### src/rtl/seq_mult_ctrl.sv
// Sequential shift-add multiplier, one partial product per clock, with signed/unsigned
// mode and valid/ready handshakes on operand input and product output.
module seq_mult_ctrl #(
  parameter int WIDTH = 8
) (
  input  logic                 clk,
  input  logic                 rst_n,
  input  logic                 in_valid,
  output logic                 in_ready,
  input  logic [WIDTH-1:0]     a,
  input  logic [WIDTH-1:0]     b,
  input  logic                 signed_mode,
  output logic                 out_valid,
  input  logic                 out_ready,
  output logic [2*WIDTH-1:0]   p,
  output logic                 busy
);

  localparam logic [1:0] IDLE = 2'd0;
  localparam logic [1:0] CALC = 2'd1;
  localparam logic [1:0] DONE = 2'd2;

  localparam int CW = $clog2(WIDTH) + 1;
  localparam logic [CW-1:0] LAST_STEP = CW'(WIDTH - 1);

  logic [1:0]           state_r;
  logic                 in_ready_r;
  logic                 out_valid_r;
  logic                 busy_r;
  logic [2*WIDTH-1:0]   p_r;
  logic [WIDTH-1:0]     mcand_r;
  logic [WIDTH-1:0]     mult_r;
  logic [WIDTH-1:0]     acc_r;
  logic                 neg_r;
  logic [CW-1:0]        cnt_r;

  logic [WIDTH-1:0]     addend_s;
  logic [WIDTH:0]       sum_s;
  logic [2*WIDTH-1:0]   prod_s;
  logic [2*WIDTH-1:0]   result_s;

  // Magnitude of an operand; the most negative value maps to 2^(WIDTH-1) without overflow.
  function automatic logic [WIDTH-1:0] magnitude(input logic [WIDTH-1:0] x, input logic sgn);
    if (sgn && x[WIDTH-1]) begin
      magnitude = ~x + {{(WIDTH-1){1'b0}}, 1'b1};
    end else begin
      magnitude = x;
    end
  endfunction

  // Add/shift step and the final signed product, computed from the current chain state.
  always_comb begin
    addend_s = {WIDTH{1'b0}};
    if (mult_r[0]) begin
      addend_s = mcand_r;
    end else begin
      addend_s = {WIDTH{1'b0}};
    end
    sum_s  = {1'b0, acc_r} + {1'b0, addend_s};
    prod_s = {sum_s, mult_r[WIDTH-1:1]};
    if (neg_r) begin
      result_s = ~prod_s + {{(2*WIDTH-1){1'b0}}, 1'b1};
    end else begin
      result_s = prod_s;
    end
  end

  // Control FSM and datapath registers; in_ready stays low until the first edge after reset.
  always_ff @(posedge clk or negedge rst_n) begin
    if (!rst_n) begin
      state_r     <= IDLE;
      in_ready_r  <= 1'b0;
      out_valid_r <= 1'b0;
      busy_r      <= 1'b0;
      p_r         <= {(2*WIDTH){1'b0}};
      mcand_r     <= {WIDTH{1'b0}};
      mult_r      <= {WIDTH{1'b0}};
      acc_r       <= {WIDTH{1'b0}};
      neg_r       <= 1'b0;
      cnt_r       <= {CW{1'b0}};
    end else begin
      case (state_r)
        IDLE: begin
          in_ready_r <= 1'b1;
          if (in_valid && in_ready_r) begin
            mcand_r    <= magnitude(a, signed_mode);
            mult_r     <= magnitude(b, signed_mode);
            neg_r      <= signed_mode & (a[WIDTH-1] ^ b[WIDTH-1]);
            acc_r      <= {WIDTH{1'b0}};
            cnt_r      <= {CW{1'b0}};
            in_ready_r <= 1'b0;
            busy_r     <= 1'b1;
            state_r    <= CALC;
          end
        end
        CALC: begin
          acc_r  <= sum_s[WIDTH:1];
          mult_r <= {sum_s[0], mult_r[WIDTH-1:1]};
          cnt_r  <= cnt_r + {{(CW-1){1'b0}}, 1'b1};
          if (cnt_r == LAST_STEP) begin
            p_r         <= result_s;
            busy_r      <= 1'b0;
            out_valid_r <= 1'b1;
            state_r     <= DONE;
          end
        end
        DONE: begin
          if (out_ready) begin
            out_valid_r <= 1'b0;
            in_ready_r  <= 1'b1;
            state_r     <= IDLE;
          end
        end
        default: begin
          state_r     <= IDLE;
          in_ready_r  <= 1'b0;
          out_valid_r <= 1'b0;
          busy_r      <= 1'b0;
        end
      endcase
    end
  end

  assign in_ready  = in_ready_r;
  assign out_valid = out_valid_r;
  assign busy      = busy_r;
  assign p         = p_r;

endmodule

### config.mk
export PLATFORM = sky130hd
export DESIGN_NAME = seq_mult_ctrl
export DESIGN_NICKNAME = d
export VERILOG_FILES = /design/src/rtl/seq_mult_ctrl.sv
export SDC_FILE = /design/constraint.sdc
export NUM_CORES = 1
export LEC_CHECK = 0
export CAP_MARGIN = 20
export CORE_ASPECT_RATIO = 0.75
export CORE_UTILIZATION = 28
export CTS_CLUSTER_DIAMETER = 120
export DETAILED_ROUTE_END_ITERATION = 8
export PLACE_DENSITY = 0.49
export SLEW_MARGIN = 10
export SYNTH_ARGS = -nofsm -noshare
export SYNTH_HDL_FRONTEND = slang
export SYNTH_SLANG_ARGS = --single-unit
### constraint.sdc
create_clock -name clk -period 6.2 [get_ports clk]
set_clock_uncertainty 0.05 [all_clocks]
set_input_delay 0.62 -clock clk [delete_from_list [all_inputs] [get_ports clk]]
set_output_delay 0.62 -clock clk [all_outputs]
set_load 0.005 [all_outputs]
# == Yosys cells after proc, flatten, opt, wreduce, memory -nomap -nowiden ==
# Cells that the tools add are included.
# word_totals
register_bits,50
latchBits,0
ramBits,0
romBits,0
input_bits,21
word_cells,64
mem_count,0
# classes
add_sub_neg,5
n_mul,0
div_mod_pow,0
order_cmp,0
eq_ne,6
shifts,0
muxes,23
bitwise_logic,8
reduce_logical,12
# ops
cell,n
$mux 8,5
$pmux 8 s2,2
$add 16x1->16 const B,1
$add 8x1->8 const B,2
$mux 16,1
$not 16->16,1
$not 8->8,2
$add 8x8->9,1
$pmux 1 s3,3
$reduce_and 3->1,3
$pmux 4 s2,1
$reduce_and 2->1,4
$mux 1,6
$mux 2,3
$ne 2x2->1 const B,3
$pmux 2 s3,1
$add 4x1->4 const B,1
$eq 4x3->1 const B,1
$mux 4,1
$logic_and 1x1->1,3
$not 1->1,3
$eq 2x1->1 const B,1
$eq 2x2->1 const B,1
$logic_not 2->1,1
3 further kinds,3

# == Logic depth before layout (Yosys ltp) ==
# logic_depth
ltp_word,5
mapped_depth,9
mapped_depth_nobuf,9

# == Least setup slack after synthesis ==
# Ideal clock, no wire load.
# synth_timing
kind,register to register
startpoint,reg mult_r[0]
endpoint,"reg p_r[15], in the netlist p[15]"
setup_ns,0.128
arrival_time_ns,2.406
setup_slack_ns,3.617
path_stages_with_launch,10
path_buffers,0
period_less_slack_ns,2.583
path_cell_list,dfrtp_1 -> and2_1 -> ha_1 -> fa_1 -> a21o_1 -> a221oi_1 -> xnor2_1 -> nor4_1 -> mux2i_1 -> nand2_1
# synth_via
elab_chain_len,5
# synth_rtl
element,line,text
start: declaration,32,logic [WIDTH-1:0] mult_r;
start signal: assignment,77,mult_r <= {WIDTH{1'b0}};
start signal: assignment,87,"mult_r <= magnitude(b, signed_mode);"
start signal: assignment,98,"mult_r <= {sum_s[0], mult_r[WIDTH-1:1]};"
$mux 8 *,54,if (mult_r[0]) begin
$add 8x8->9 *,59,"sum_s = {1'b0, acc_r} + {1'b0, addend_s};"
$not 16->16,62,"result_s = ~prod_s + {{(2*WIDTH-1){1'b0}}, 1'b1};"
$add 16x1->16,62,
$mux 16 *,61,if (neg_r) begin
end signal: assignment,75,p_r <= {(2*WIDTH){1'b0}};
end signal: assignment,101,p_r <= result_s;
end: declaration,30,logic [2*WIDTH-1:0] p_r;
# Mark *: on every way between the ends. The rest lies on a longest branch, timed or not.
# A chain may end at the register's enable or synchronous reset.

# == Worst setup path in the final report ==
# Same ends and word-level chain as after synthesis.

==> results.cfg <==
[status]
status = complete, no violations

[place]
dp_slack_ns = 3.393
gp_congestion = 0.7962
port_buffers = 39
dp_hpwl_mm = 4.948

[floorplan]
ios = 40
die_area_sq_um = 10780
num_rows = 31
core_sq_um = 9852
fp.dieH_microns = 90.16
initial_core_util = 0.2945
die_width_microns = 119.5

[route]
dr.first_iter.drc_count = 101
wl_mm = 6.699
vias = 2307
firstDrtPassIters = 4
wl_per_cell_microns = 13.40
postRouteAntennaNets = 0
drcViolationCount = 0
vias_per_cell = 4.614

[synthesis]
synth_area_sq_um = 2902
synth_nets = 364
yosysSeqAreaShare = 0.4312
synth_seq_cells = 50
yosysUniqueCellTypes = 46
synthXorXnorAreaFrac = 0.08150
synth-edff-count = 0
synth_area_per_cell_sq_um = 8.793
synth-compound-area-share = 0.1755
synth_top_family_by_area = simple AND/OR/NAND/NOR gates
synthAdderAreaFrac = 0.05865
yosys.area_share.simple = 0.2083
synth_ff_type = dfrtp_1
synthMuxAreaShare = 0.01380
postSynth.asyncResetShare = 1.000
netlist_instances = 330
ys_warn_count = 0

[setup_path]
cp-end-kind = flop
crit_chain = and2_1 > ha_1 > fa_1 > a21o_1 > a221oi_1 > xnor2_1 > nor4_1 > mux2i_1 > nand2_1
crit_type = reg2reg
path_buf_inv = 0
slowest_stage = dfrtp_1
cpPeakStageDelay_ns = 0.44
cp_top_family = simple AND/OR/NAND/NOR gates
start_kind = flop
reg2reg_depth = 9
reg2reg_from = mult_r[0]
crit_end = p[15]
crit_required_ns = 6.32
arrival_ns = 2.92
rrSetupSlack_ns = 3.40
timing.rr.end = p[15]
startpoint = mult_r[0]
path_max_fanout = 9
cp.depth = 9

[timing]
worst_pin_slew_ns = 0.6864
fin_crit_ns = 2.796
finalCritPeriodShare = 0.4510
finalMaxSlewViolations = 0
hold_violations = 0
tns_ns = 0
rsz0062_at_grt = false
setup_slack_ns = 3.404
max_freq_mhz = 357.6
slew_headroom = 0.5424
setup-violations-final = 0

[clock_network]
cts_resized = 0
cts_root_buf = clkbuf_16
clockBufferDepth = 2
hold_buffers = 0
cts_tree = done
clock_sinks = 50
cts_buffers = 5
htreeDepth = 2
post-cts-setup-buffers = 0
clk_pin_slew_ns = 0.07
clk_latency_ns = 0.29

[global_routing]
grt_pass1_vias = 2188
globalRouteTotalUtil = 0.1348
antenna_found_initial = 0
grt_pass1_wl_mm = 11.51
grt_max_degree = 51
overflow = 0

[layout]
antenna_cells = 0
syn2layout_area_growth_pct = 24.23
multi_input_area_sq_um = 1560
layout.nets = 401
drive_gt1_frac = 0.05163
fillCellCount = 1030
post-route-util = 0.3659
register_area_sq_um = 1251

[worst_hold_path]
hp-class = in2async

[pwr]
p_leak_nw = 1.603
p_per_area_nw_per_um2 = 458.7
vdd_ir_drop_max_mv = 0.1334
total_power_mw = 1.653

[flow_run]
max-cap-violations = 0
## worst min path at each step
stage                from         end  slack [ns]  depth (start not counted)
2_1_floorplan       rst_n    acc_r[0]        0.27                          0
3_3_place_gp   mcand_r[0]  mcand_r[0]        0.41                          2
3_5_place_dp   mcand_r[7]  mcand_r[7]        0.41                          2
4_1_cts             rst_n  state_r[0]        0.42                          2
5_1_grt        mcand_r[0]  mcand_r[0]        0.43                          2
6_report            rst_n  state_r[0]        0.39                          2
## routing by layer
layer,global-route usage,vias to the layer above,routed length (microns),share of wire
met5,0,-,0,0
met2,0.1724,50,2384,0.36
li1,-,1225,-,-
met3,0.02538,6,281,0.042
met1,0.2215,1026,3976,0.59
met4,0.03438,0,56,0.0084
## state kept, by name, summed over array words and instances, names as in the netlist
register and flops:
mult_r 8, cnt_r 4, mcand_r 8, p 16, state_r 2, neg_r 1, acc_r 8, out_valid 1
in_ready 1, busy 1
## Yosys cell counts, types with 2 or more instances
| cell | number | share of area |
|---|---|---|
| ha_1 | 12 | 0.052 |
| dfrtp_1 | 50 | 0.43 |
| o31ai_1 | 8 | 0.021 |
| a31oi_1 | 3 | 0.0065 |
| a21oi_1 | 8 | 0.014 |
| o21ai_0 | 39 | 0.067 |
| clkbuf_1 | 13 | 0.017 |
| o221ai_1 | 3 | 0.0091 |
| a22oi_1 | 6 | 0.016 |
| xnor2_1 | 10 | 0.030 |
| or3_1 | 3 | 0.0065 |
| inv_1 | 10 | 0.013 |
| nor2b_1 | 2 | 0.0043 |
| nor3_1 | 5 | 0.0086 |
| and2_1 | 9 | 0.019 |
| and3_1 | 2 | 0.0043 |
| nand3_1 | 14 | 0.024 |
| xor2_1 | 17 | 0.051 |
| o21ai_1 | 3 | 0.0052 |
| nor4_1 | 2 | 0.0043 |
| nand2_1 | 61 | 0.079 |
| nor2_1 | 21 | 0.027 |
| nand2b_1 | 2 | 0.0043 |
| mux2i_1 | 4 | 0.014 |
| a21o_1 | 2 | 0.0052 |
## power breakdown
group | internal (mW) | switching (mW)
sequential | 0.470 | 0.133
combinational | 0.359 | 0.412
clock | 0.160 | 0.119
## placed cells by master (no fill, tap or decap), drive strengths merged, types with 4 or more instances in the layout
master	netlist	layout
a21oi	8	8
a22oi	6	6
and2	9	9
buf	1	6
clkbuf	13	7
clkdlybuf4s50	0	38
dfrtp	50	50
ha	12	12
inv	10	10
mux2i	4	4
nand2	61	61
nand3	14	14
nor2	21	21
nor3	5	5
o21ai	42	42
o31ai	9	9
xnor2	10	10
xor2	17	17
## stage by stage
| stage | instances | hold slack [ns] | cell area (sq um) |
|---|---|---|---|
| after global routing | 500 | 0.4340 | 3605 |
| final | 500 | 0.3901 | 3605 |
| after detailed placement | 491 | 0.4122 | 3430 |
| after CTS | 499 | 0.4223 | 3577 |
| after global placement | 491 | 0.4055 | 3430 |
| after floorplan | 330 | 0.2744 | 2902 |
## cells by family (layout without fill, tap and decap cells)
family | count (synthesis) | count (layout)
simple gates | 130 | 130
flops | 50 | 50
mux | 4 | 4
compound gates | 82 | 82
xor+xnor | 27 | 27
fa+ha+maj | 13 | 13
buf+inv | 24 | 62
## cell type report
class                   count  share of cell area
clock buffers               7             0.03957
flip-flops and latches     50              0.3471
multi-input cells         256              0.4328
well taps                 132             0.04582
clock inverters             1            0.001388
inverters                  10             0.01041
repair buffers             44              0.1229
Note: power is estimated with default switching activity, not from simulation.
